--- config.mk ---
export PLATFORM = sky130hd
export DESIGN_NAME = way_read_arbiter
export DESIGN_NICKNAME = d
export VERILOG_FILES = /design/src/rtl/way_read_arbiter.sv
export SDC_FILE = /design/constraint.sdc
export NUM_CORES = 1
export LEC_CHECK = 0
export CORE_UTILIZATION = 35
export DETAILED_ROUTE_END_ITERATION = 8
export GPL_TIMING_DRIVEN = 0
export PLACE_DENSITY = 0.81
export SYNTH_ARGS = -nofsm -noshare
export SYNTH_HDL_FRONTEND = slang
export SYNTH_SLANG_ARGS = --single-unit
--- constraint.sdc ---
create_clock -name clk -period 4.1 [get_ports clk]
set_clock_uncertainty 0.1 [all_clocks]
set_input_delay 0.82 -clock clk [delete_from_list [all_inputs] [get_ports clk]]
set_output_delay 0.82 -clock clk [all_outputs]
set_load 0.005 [all_outputs]
--- src/rtl/way_read_arbiter.sv ---
// Round-robin arbiter sharing one way-data read port between NUM_REQ requesters.
// Supports single-word reads and critical-word-first wrapping line bursts with a fixed-latency response.
module way_read_arbiter #(
  parameter int NUM_WAYS     = 4,
  parameter int DATA_WIDTH   = 32,
  parameter int OFFSET_WIDTH = 3,
  parameter int NUM_REQ      = 2,
  parameter int READ_LATENCY = 1
) (
  input  logic                             clk,
  input  logic                             rst_n,
  input  logic [NUM_REQ-1:0]               req_valid,
  output logic [NUM_REQ-1:0]               req_ready,
  input  logic [NUM_REQ-1:0]               req_burst,
  input  logic [NUM_REQ*NUM_WAYS-1:0]      req_way,
  input  logic [NUM_REQ*OFFSET_WIDTH-1:0]  req_offset,
  output logic                             rd_valid,
  output logic [NUM_WAYS-1:0]              rd_targetWay,
  output logic [OFFSET_WIDTH-1:0]          rd_offset,
  input  logic [DATA_WIDTH-1:0]            rd_dataOut,
  output logic [NUM_REQ-1:0]               rsp_valid,
  output logic [DATA_WIDTH-1:0]            rsp_data,
  output logic                             rsp_last,
  output logic                             rsp_err
);

  localparam int ID_W = (NUM_REQ > 1) ? $clog2(NUM_REQ) : 1;

  typedef logic [ID_W-1:0] id_t;

  typedef enum logic {
    S_IDLE,
    S_BURST
  } state_t;

  // Sideband travelling alongside each issued read until its data returns.
  typedef struct packed {
    logic valid;
    id_t  id;
    logic last;
    logic err;
  } rsp_tag_t;

  state_t                  r_state;
  id_t                     r_rr_ptr;
  id_t                     r_bst_id;
  logic [NUM_WAYS-1:0]     r_bst_way;
  logic [OFFSET_WIDTH-1:0] r_bst_start;
  logic [OFFSET_WIDTH-1:0] r_bst_beat;
  logic                    r_bst_err;
  rsp_tag_t                r_pipe [READ_LATENCY];

  logic                    w_grant_found;
  id_t                     w_grant_id;
  id_t                     w_rr_next;
  logic [ID_W:0]           w_cand;
  logic                    w_accept;
  logic [NUM_WAYS-1:0]     w_sel_way;
  logic [OFFSET_WIDTH-1:0] w_sel_off;
  logic                    w_sel_burst;
  logic                    w_sel_bad;
  rsp_tag_t                w_issue;
  rsp_tag_t                w_out;

  // Winner is the first valid requester at or above the rr pointer, wrapping.
  // NOTE: every signal driven from always_comb gets a default first so no latch is inferred.
  always_comb begin
    w_grant_found = 1'b0;
    w_grant_id    = '0;
    w_cand        = '0;
    for (int k = 0; k < NUM_REQ; k++) begin
      w_cand = {1'b0, r_rr_ptr} + (ID_W+1)'(k);
      if (w_cand >= (ID_W+1)'(NUM_REQ)) begin
        w_cand = w_cand - (ID_W+1)'(NUM_REQ);
      end
      if (!w_grant_found && req_valid[w_cand[ID_W-1:0]]) begin
        w_grant_found = 1'b1;
        w_grant_id    = w_cand[ID_W-1:0];
      end
    end
  end

  always_comb begin
    w_sel_way   = '0;
    w_sel_off   = '0;
    w_sel_burst = 1'b0;
    for (int i = 0; i < NUM_REQ; i++) begin
      if (id_t'(i) == w_grant_id) begin
        w_sel_way   = req_way[i*NUM_WAYS +: NUM_WAYS];
        w_sel_off   = req_offset[i*OFFSET_WIDTH +: OFFSET_WIDTH];
        w_sel_burst = req_burst[i];
      end
    end
  end

  assign w_sel_bad = !$onehot(w_sel_way);
  assign w_rr_next = (w_grant_id == id_t'(NUM_REQ-1)) ? id_t'(0) : id_t'(w_grant_id + 1'b1);

  // Gating with rst_n keeps the combinational outputs quiet while reset is asserted.
  assign w_accept = rst_n && (r_state == S_IDLE) && w_grant_found;

  always_comb begin
    req_ready = '0;
    if (w_accept) begin
      req_ready[w_grant_id] = 1'b1;
    end
  end

  always_comb begin
    rd_valid     = 1'b0;
    rd_targetWay = '0;
    rd_offset    = '0;
    w_issue      = '0;
    if (rst_n) begin
      unique case (r_state)
        S_IDLE: begin
          if (w_accept) begin
            rd_valid     = 1'b1;
            rd_offset    = w_sel_off;
            rd_targetWay = w_sel_bad ? '0 : w_sel_way;
            w_issue      = '{valid: 1'b1, id: w_grant_id, last: !w_sel_burst, err: w_sel_bad};
          end
        end
        S_BURST: begin
          rd_valid     = 1'b1;
          rd_offset    = r_bst_start + r_bst_beat;
          rd_targetWay = r_bst_err ? '0 : r_bst_way;
          w_issue      = '{valid: 1'b1, id: r_bst_id, last: (r_bst_beat == '1), err: r_bst_err};
        end
        default: ;
      endcase
    end
  end

  // NOTE: sequential state uses non-blocking assignments so every flop samples pre-edge values.
  always_ff @(posedge clk or negedge rst_n) begin
    if (!rst_n) begin
      r_state     <= S_IDLE;
      r_rr_ptr    <= '0;
      r_bst_id    <= '0;
      r_bst_way   <= '0;
      r_bst_start <= '0;
      r_bst_beat  <= '0;
      r_bst_err   <= 1'b0;
    end else begin
      unique case (r_state)
        S_IDLE: begin
          if (w_accept) begin
            r_rr_ptr <= w_rr_next;
            if (w_sel_burst) begin
              r_bst_id    <= w_grant_id;
              r_bst_way   <= w_sel_way;
              r_bst_start <= w_sel_off;
              r_bst_err   <= w_sel_bad;
              r_bst_beat  <= OFFSET_WIDTH'(1);
              r_state     <= S_BURST;
            end
          end
        end
        S_BURST: begin
          r_bst_beat <= r_bst_beat + 1'b1;
          if (r_bst_beat == '1) begin
            r_state <= S_IDLE;
          end
        end
        default: r_state <= S_IDLE;
      endcase
    end
  end

  // Response tag pipeline; clearing it on reset is what drops in-flight reads.
  // NOTE: only the valid bits must be reset for correctness; the tag fields are cleared too since it is cheap here.
  always_ff @(posedge clk or negedge rst_n) begin
    if (!rst_n) begin
      for (int s = 0; s < READ_LATENCY; s++) begin
        r_pipe[s] <= '0;
      end
    end else begin
      r_pipe[0] <= w_issue;
      for (int s = 1; s < READ_LATENCY; s++) begin
        r_pipe[s] <= r_pipe[s-1];
      end
    end
  end

  assign w_out = r_pipe[READ_LATENCY-1];

  always_comb begin
    rsp_valid = '0;
    if (w_out.valid) begin
      rsp_valid[w_out.id] = 1'b1;
    end
  end

  assign rsp_data = (w_out.valid && !w_out.err) ? rd_dataOut : '0;
  assign rsp_last = w_out.valid && w_out.last;
  assign rsp_err  = w_out.valid && w_out.err;

endmodule

Word-level counts from Yosys, hierarchy flattened:

Index checks and enable logic that the tools add are counted.

* flip-flop bits (word level): 18
* output and inout bits: 46
* word-level logic and storage cells: 90

* add/sub/neg operators: 9
* magnitude comparators: 8
* equality and inequality tests: 4
* muxes and demuxes: 42
* bitwise operators: 1
* reduce and logical (&&, ||, !) cells: 15

Operators by type and width (count)
* 2-to-1 mux 32 bit: 1
* 2-to-1 mux 4 bit: 7
* 2-to-1 mux 1 bit: 19
* one-hot mux 4 bit (2 select lines): 2
* 2-to-1 mux 3 bit: 5
* one-hot mux 3 bit (2 select lines): 2
* logical AND 1 bit: 8
* less-than comparator 1 x 2 -> 1 bit (second input constant): 4
* adder 1 x 1 -> 2 bit: 2
* logical NOT 1 bit: 4
* 2-to-1 mux 2 bit: 2
* != test 2 bit (second input constant): 2
* one-hot mux 1 bit (2 select lines): 2
* AND reduction 2 bit: 2
* adder 2 x 2 -> 3 bit: 1
* adder 3 x 1 -> 3 bit (second input constant): 1
* adder 3 bit: 1
* equality test 3 x 1 -> 1 bit (second input constant): 1
* equality test 3 bit (second input constant): 1
* AND reduction 3 bit: 1
* adder 1 x 1 -> 2 bit (second input constant): 1
* demux 1 bit (select 1 bit): 2
* >= comparator 1 bit (second input constant): 2
* >= comparator 1 x 2 -> 1 bit (second input constant): 1
* 4 further kinds: 5

Longest topological paths before layout:

Gate-level depths: netlist (run 1).

* depth after elaboration: 16
* gate-level depth with buffers: 9
* mapped depth without buffers: 9

Least setup slack after synthesis (run 1):

No wires, ideal clock.

* kind: input -> output
* start: in req_valid[1]
* end: out rd_targetWay[0]
* data arrival time: 3052 ps
* path slack: 128 ps
* cell stages on the path: 8
* cells stage by stage: buf_2 > nand2_4 > mux2_2 > fa_1 > ha_1 > ha_1 > nor3b_1 > a32o_1

* cells in the longest elaborated chain, start to end: 14
* elaborated cells between the ends (all ways): 20
* classes of those cells: add/sub: 3; eq/ne: 1; mux: 13; reduce/logical: 3

Ends and longest elaborated chain
* from (decl): RTL line 12 `input logic [NUM_REQ-1:0] req_valid,`
* 2-to-1 mux 1 bit (not written as such) (2 in a row): RTL line 76 `if (!w_grant_found && req_valid[w_cand[ID_W-1:0]]) begin`
* 2-to-1 mux 1 bit: RTL line 76
* logical NOT 1 bit: RTL line 76
* logical AND 1 bit: RTL line 76
* 2-to-1 mux 1 bit (*): RTL line 76
* 2-to-1 mux 4 bit (*): RTL line 88 `if (id_t'(i) == w_grant_id) begin`
* via w_sel_way[1]: RTL line 58 `logic [NUM_WAYS-1:0] w_sel_way;`
* adder 1 x 1 -> 2 bit (not written as such) (*): RTL line 96 `assign w_sel_bad = !$onehot(w_sel_way);`
* adder 2 x 2 -> 3 bit (not written as such) (*): RTL line 96
* equality test 3 x 1 -> 1 bit (*): RTL line 96
* 2-to-1 mux 4 bit (*): RTL line 120 `rd_targetWay = w_sel_bad ? '0 : w_sel_way;`
* 2-to-1 mux 4 bit (*): RTL line 117 `if (w_accept) begin`
* one-hot mux 4 bit (2 select lines) (*): RTL line 115 `unique case (r_state)`
* 2-to-1 mux 4 bit (*): RTL line 114 `if (rst_n) begin`
* to (decl): RTL line 18 `output logic [NUM_WAYS-1:0] rd_targetWay,`

The timed path passes the listed nets; every way through them passes the cells marked *. The select of a mux whose other input is x is not followed.

Final worst setup path (run 1):

* start: in req_way[3]
* end: out rd_targetWay[3]

* cells in the longest elaborated chain, start to end: 8

Ends and longest elaborated chain
* from (decl): RTL line 15 `input logic [NUM_REQ*NUM_WAYS-1:0] req_way,`
* 2-to-1 mux 4 bit (*): RTL line 88
* via w_sel_way[3]: RTL line 58
* adder 1 x 1 -> 2 bit (not written as such): RTL line 96
* adder 2 x 2 -> 3 bit (not written as such): RTL line 96
* equality test 3 x 1 -> 1 bit: RTL line 96
* 2-to-1 mux 4 bit (*): RTL line 120
* 2-to-1 mux 4 bit (*): RTL line 117
* one-hot mux 4 bit (2 select lines) (*): RTL line 115
* 2-to-1 mux 4 bit (*): RTL line 114

The timed path passes the listed nets; every way through them passes the cells marked *.

==> results of run 1 <==
-- placed cells by master, fill, tap and decap left out, types with 4 or more instances in the layout --
master and n:
and2_1 36, dfrtp_1 18, nor2_1 7, o21ai_0 8
mux2i_1 5, clkdlybuf4s50_1 87, o22a_1 8, o21a_1 8
nand3_1 4, buf_4 7, clkbuf_2 4, a32o_1 5
clkbuf_8 4, nand2_1 4
-- flip-flops by register name, summed over array words and instances (netlist names) --
name,count
r_pipe,4
r_bst_way,4
r_bst_start,3
r_bst_err,1
r_bst_beat,3
r_rr_ptr,1
r_bst_id,1
r_state,1
-- Yosys cell counts, drive strengths merged (2+ instances only) --
library cell,n,share of area (%)
nand3,4,1.5
ha,5,4.6
a21oi,3,1.1
o21ai,9,3.3
buf,5,3.2
clkbuf,3,0.82
nor2b,3,1.9
nor2,7,1.9
mux2,4,3.3
fa,2,2.9
xnor2,3,1.9
o21a,9,5.0
and2,36,16
mux2i,5,3.7
nand4,2,0.92
o22a,8,5.1
a32o,5,3.7
nand2,5,1.9
dfrtp,18,33
inv,2,0.55
-- layout make-up --
class / count / area [µm²] / share of cell area, %
inverters: 2 / 7.507 / 0.2972
repair buffers: 103 / 993.5 / 39.33
plain buffers: 8 / 55.05 / 2.179
multi-input cells: 115 / 904.6 / 35.81
well taps: 48 / 60.06 / 2.377
flip-flops and latches: 18 / 450.4 / 17.83
clock buffers: 4 / 55.05 / 2.179
-- cells by family (layout without fill, tap and decap cells) --
group | after synthesis | in the layout | share of synthesized area [%]
AND/OR/NAND/NOR | 60 | 60 | 26.65
XOR/XNOR | 3 | 3 | 1.923
buffers and inverters | 10 | 117 | 4.579
flip-flops | 18 | 18 | 32.97
multiplexers | 9 | 9 | 6.960
adder cells (fa/ha/maj) | 7 | 7 | 7.509
AO/OA/AOI/OAI | 36 | 36 | 19.41
-- metal layers --
metal	part of all wire [%]	global-route usage (%)
met5	0	0
met3	8.0	4.225
met4	0.82	6.111
met1	39	23.98
met2	52	39.87
-- power groups by stage --
stage / Sequential (W) / Clock, W / Combinational [W]
finish: 0.000323 / 0.000143 / 0.000695
global route: 0.000332 / 0.000154 / 0.000768
CTS: 0.000320 / 0.000144 / 0.000674
detailed placement: 0.000321 / 0 / 0.000629
global placement: 0.000321 / 0 / 0.000614
floorplan: 0.000305 / 0 / 0.000345
-- per-stage QoR --
stage | std cells | hold WS [ns] | area, µm² | utilization, % | setup TNS [ns]
after floorplan | 143 | 0.3641 | 1366 | - | 0
after global placement | 287 | 0.3873 | 2387 | 64.24 | -5.245
after detailed placement | 287 | 0.3828 | 2387 | 64.24 | -5.527
after CTS | 295 | 0.4084 | 2499 | 67.24 | -0.01441
after global routing | 298 | 0.4294 | 2526 | 67.98 | 0
final | 298 | 0.4043 | 2526 | 67.98 | 0
-- timing repair --
item / in CTS / in global routing
resized for setup: 17 / 16
buffers inserted: 4 / 3
gates cloned: 0 / 0
endpoints found under the setup margin: 9 / 9
pin swaps: 6 / 4
hold buffers: 0 / 0
-- critical path: stages --
cell	delay, ns
clkdlybuf4s50_1	0.43
mux2_4	0.28
fa_1	0.51
ha_2	0.19
ha_4	0.20
nor3b_4	0.24
buf_4	0.16
a32o_1	0.16
buf_2	0.11
-- worst max-delay path by stage --
stage | startpoint | endpoint | slack [ns] | cells past startpoint
floorplan | req_valid[1] | rd_targetWay[0] | 0.13 | 8
global placement | req_valid[0] | rd_targetWay[3] | -1.15 | 10
detailed placement | req_valid[0] | rd_targetWay[3] | -1.18 | 10
CTS | req_way[5] | rd_targetWay[3] | -0.01 | 9
global route | req_way[3] | rd_targetWay[3] | 0.009 | 9
finish | req_way[3] | rd_targetWay[3] | 0.08 | 9
==> out/summary.txt, run 1 <==
Fin nets = 310
# diodes = 0
Inserted Clock Buffers = 3
Max-slew violations = 0
Final hold vios = 0
Hold Path Origin = r_bst_way[1]$_DFFE_PN0P_
Worst R2R Start = r_rr_ptr$_DFFE_PN0P_
Clock power frac = 12.3%
Sinks on Clock Net = 18
Crit path kind = primary input to primary output
Int Pwr = 0.0007656 W
Hold Path End = r_bst_way[1]$_DFFE_PN0P_
Worst slew pin tran = 0.6159 ns
Initial antenna violation count = 0
Cells after Synth = 143
Clock-pin transition on the worst setup and hold timing paths = 0.07 ns
Sequential Power Share = 27.9%
Grt total ovfl = 0
Syn Area/Cell = 9.555 µm²
Post-synthesis sequential area ratio = 32.97%
Largest net degree at the start of global routing = 20
DRT iter0 DRCs = 25
Syn Nets = 202
Rows = 22
Routability cong. = 0.7249
Worst r2r dst = r_bst_err$_DFFE_PN0P_
Drt via density = 5.077
Gate power share = 59.8%
Core region area = 0.003716 mm²
Ys async rst share = 100.0%
Die Y = 64.48 µm
Leakage dissipation = 1.054 nW
H-tree Lvls = 1
Global-route usage over all layers = 21.24%
CTS tree = yes
Clock buffer depth = 2
Type of element launching the critical path = primary input
Routed Antenna Nets = 0
Starting density of the core = 36.77%
Synthesized cell area = 0.001366 mm²
Post-synth cell types = 30
# setup viols final = 0
Layout area overhead = 84.89%
Drt total wl = 4416 µm
Detailed Place HPWL = 3232 µm
Total number of vias = 1,513
Port Buffers = 96
Max IR drop VDD = 330.8 µV
Pre-CTS WS = -1.179 ns
Fin crit share = 98.10%
Reg2Reg Setup Slack = 1.23 ns
Worst Hold Path Cells = 1
Post-synth EDFFs = 0
Die X = 64.48 µm
R2R depth = 11
Root Buffer = clkbuf_8
Pwr dens = 459.5 mW/mm²
Total power = 0.001161 W
RSZ-0062 raised after global routing = no
Remaining DRCs = 0
Worst EP arrival = 3.10 ns
Req. time, crit path = 3.18 ns
Ys Warns = 0
Net Sw Frac = 34.04%
Sw Pwr = 0.0003950 W
Hold/Removal Path Class = flip-flop to flip-flop
Setup slack after layout = 0.07794 ns
Final period demand of the worst path = 4.022 ns
Worst-path maximum fanout = 3
Initial DRT Pass Iterations = 4
IO Pins = 98
Via count of the first global-routing pass = 1,438
Proportion of layout cells with a drive suffix above 1 = 14.00%
Peak Freq = 0.2486 GHz
Max Cap Viol = 0
DIE AREA = 0.004158 mm²
Wire per inst = 14.82 µm
Fillcell total = 319
Worst skew pair latency = 0.25 ns
First-pass GRT wire length = 6741 µm
Slew margin rel. = 58.67%
Status = finished clean
Worst setup EP type = primary output
Seq cells post-synth = 18
Top_reg_cell synth = dfrtp_1
Power figures use the tool's default switching activity.
==> inputs of run 2 (changes only) <==
--- a/config.mk
+++ b/config.mk
@@ -9,6 +9,7 @@
 export DETAILED_ROUTE_END_ITERATION = 8
 export GPL_TIMING_DRIVEN = 0
 export PLACE_DENSITY = 0.81
+export REMOVE_ABC_BUFFERS = 1
 export SYNTH_ARGS = -nofsm -noshare
 export SYNTH_HDL_FRONTEND = slang
 export SYNTH_SLANG_ARGS = --single-unit
==> run 2 against run 1 <==
Effect of this change:
- fmax is 1.1% lower
- core utilization hardly changed
- total power decreased by 0.76%
- combinational power about the same
- cell area about the same
- clock power is 15% lower
- setup slack worse by 0.047 ns
- critical endpoint unchanged
==> out/summary.txt, run 2 (synthesis results as in run 1) <==
Worst path bufs/invs = 4 (was 3)
Type of element launching the critical path = primary input (unchanged)
Proportion of layout cells with a drive suffix above 1 = 14.86% (was 14.00%)
Slowest cell delay on critical path = 0.54 ns (was 0.51 ns)
Via count of the first global-routing pass = 1,335 (was 1,438)
Final hold vios = 0 (unchanged)
Leakage dissipation = 1.080 nW (was 1.054 nW)
Crit-path cells = buf_4 -> nand2b_4 -> nand2_4 -> mux2_4 -> fa_1 -> ha_2 -> ha_4 -> nor3b_4 -> buf_4 -> buf_4 -> a32o_1 -> buf_2 (was clkdlybuf4s50_1 -> mux2_4 -> fa_1 -> ha_2 -> ha_4 -> nor3b_4 -> buf_4 -> a32o_1 -> buf_2)
Clock-pin transition on the worst setup and hold timing paths = 0.07 ns (about the same)
Pre-CTS WS = -1.210 ns (was -1.179 ns)
Max-slew violations = 0 (unchanged)
Int Pwr = 0.0007548 W (was 0.0007656 W)
Detailed Place HPWL = 3038 µm (was 3232 µm)
Inserted Clock Buffers = 3 (unchanged)
Slowest CP cell = fa_1 (unchanged)
Reg2Reg Setup Slack = 1.15 ns (was 1.23 ns)
Sw Pwr = 0.0003970 W (was 0.0003950 W)
Starting density of the core = 36.77% (unchanged)
Root Buffer = clkbuf_8 (unchanged)
Status = finished clean (unchanged)
Req. time, crit path = 3.18 ns (about the same)
First-pass GRT wire length = 6299 µm (was 6741 µm)
Crit path kind = primary input to primary output (unchanged)
Core Util, Final = 67.95% (was 67.98%)
Fin nets = 310 (unchanged)
Core region area = 0.003716 mm² (unchanged)
# diodes = 0 (unchanged)
Initial DRT Pass Iterations = 4 (unchanged)
Clock buffer depth = 2 (unchanged)
Net Sw Frac = 34.47% (was 34.04%)
Worst EP arrival = 3.15 ns (was 3.10 ns)
Worst slew pin tran = 0.8143 ns (was 0.6159 ns)
Peak Freq = 0.2458 GHz (was 0.2486 GHz)
Commonest non-fill, non-tap cell in the layout = clkdlybuf4s50_1 (unchanged)
Sinks on Clock Net = 18 (unchanged)
Fin crit share = 99.23% (was 98.10%)
Wire per inst = 14.23 µm (was 14.82 µm)
Largest net degree at the start of global routing = 33 (was 20)
R2R depth = 12 (was 11)
Routability cong. = 0.7331 (was 0.7249)
Fillcell total = 302 (was 319)
Post-CTS Hold Fix Bufs = 0 (unchanged)
Worst-path maximum fanout = 5 (was 3)
Max IR drop VDD = 267.9 µV (was 330.8 µV)
Max Cap Viol = 0 (unchanged)
Grt total ovfl = 0 (unchanged)
H-tree Lvls = 1 (unchanged)
Routed Antenna Nets = 0 (unchanged)
CTS tree = yes (unchanged)
Cell family with most CP delay = adder cells (unchanged)
Setup slack after layout = 0.03139 ns (was 0.07794 ns)
Worst r2r dst = r_bst_err$_DFFE_PN0P_ (unchanged)
# setup viols final = 0 (unchanged)
Rows = 22 (unchanged)
Drt total wl = 4225 µm (was 4416 µm)
Worst setup EP type = primary output (unchanged)
Fin area = 0.002525 mm² (was 0.002526 mm²)
Initial antenna violation count = 0 (unchanged)
Clock power frac = 10.6% (was 12.3%)
Port Buffers = 97 (was 96)
Total number of vias = 1,465 (was 1,513)
Slew margin rel. = 45.47% (was 58.67%)
Regs by FF count = r_bst_way (4), r_pipe (4) (unchanged)
Hold Path End = r_bst_way[0]$_DFFE_PN0P_ (was r_bst_way[1]$_DFFE_PN0P_)
DIE AREA = 0.004158 mm² (unchanged)
Hold Path Origin = r_bst_way[0]$_DFFE_PN0P_ (was r_bst_way[1]$_DFFE_PN0P_)
Final period demand of the worst path = 4.069 ns (was 4.022 ns)
Hold/Removal Path Class = flip-flop to flip-flop (unchanged)
Die X = 64.48 µm (unchanged)
Worst Hold Path Cells = 1 (unchanged)
Global-route usage over all layers = 19.49% (was 21.24%)
Pwr dens = 456.2 mW/mm² (was 459.5 mW/mm²)
Remaining DRCs = 0 (unchanged)
DRT iter0 DRCs = 53 (was 25)
Worst R2R Start = r_rr_ptr$_DFFE_PN0P_ (unchanged)
Gate power share = 60.1% (was 59.8%)
Worst setup startpoint = req_valid[0] (was req_way[3])
Most frequent cells in the layout = clkdlybuf4s50_1, and2_1, dfrtp_1 (unchanged)
IO Pins = 98 (unchanged)
Sequential Power Share = 29.3% (was 27.9%)
Die Y = 64.48 µm (unchanged)
Dpl cell area = 0.002342 mm² (was 0.002387 mm²)
Most common cell type on the critical path = buf_4
Drt via density = 4.933 (was 5.077)
Worst skew pair latency = 0.25 ns (about the same)
Layout area overhead = 84.80% (was 84.89%)
run 2: cell count changes in the layout (fill, tap and decap cells not counted), moves of 2 or more:
| cell | change |
|---|---|
| buf_2 | -2 |
| buf_4 | +8 |
| buf_6 | -3 |
| clkbuf_1 | -3 |
| clkbuf_2 | -2 |
| clkdlybuf4s50_1 | -3 |
| dlygate4sd2_1 | +2 |
| dlymetal6s2s_1 | +2 |
run 2: how the worst max path moves through the flow:
stage | endpoint | slack, ns | depth (start not counted)
detailed placement | rd_targetWay[3] | -1.21 | 10
CTS | rd_targetWay[3] | -0.10 | 10
floorplan | rd_targetWay[0] | 0.18 | 8
global placement | rd_targetWay[3] | -1.17 | 10
finish | rd_targetWay[3] | 0.03 | 12
global route | rd_targetWay[1] | -0.05 | 11
run 2: cell type report:
type	instances	area (µm²)	area share, %
repair buffers	111	1067	42.27
multi-input cells	115	898.4	35.58
flip-flops and latches	18	450.4	17.84
clock buffers	3	41.29	1.635
inverters	2	7.507	0.2973
well taps	48	60.06	2.379
run 2: layer usage:
metal,vias up,track usage [%],part of all wire [%]
li1,717,-,-
met1,650,23.57,43
met2,90,34.61,47
met3,8,3.873,8.5
met4,0,5.833,0.92
met5,-,0,0
run 2: power by group through the flow:
stage                     sequential [W]  combinational (W)  clock (W)
after floorplan                 0.000317           0.000313          0
after global placement          0.000336           0.000582          0
after detailed placement        0.000337           0.000595          0
after CTS                       0.000335           0.000653   0.000122
after global routing            0.000349           0.000753   0.000133
final                           0.000338           0.000692   0.000122
run 2: stage by stage:
step                      cells  hold slack (ns)  setup TNS, ns   power, W
final                       297           0.4006              0   0.001152
after global routing        297           0.4105       -0.07640   0.001235
after CTS                   289           0.4031        -0.1010   0.001111
after detailed placement    280           0.3885         -6.039  0.0009325
after global placement      280           0.3808         -5.825  0.0009179
after floorplan             135           0.3645              0  0.0006301
run 2: timing repair:
item,in CTS,in global routing
pin swaps,6,5
buffers inserted,6,8
resized for setup,28,12
endpoints found under the setup margin,9,4
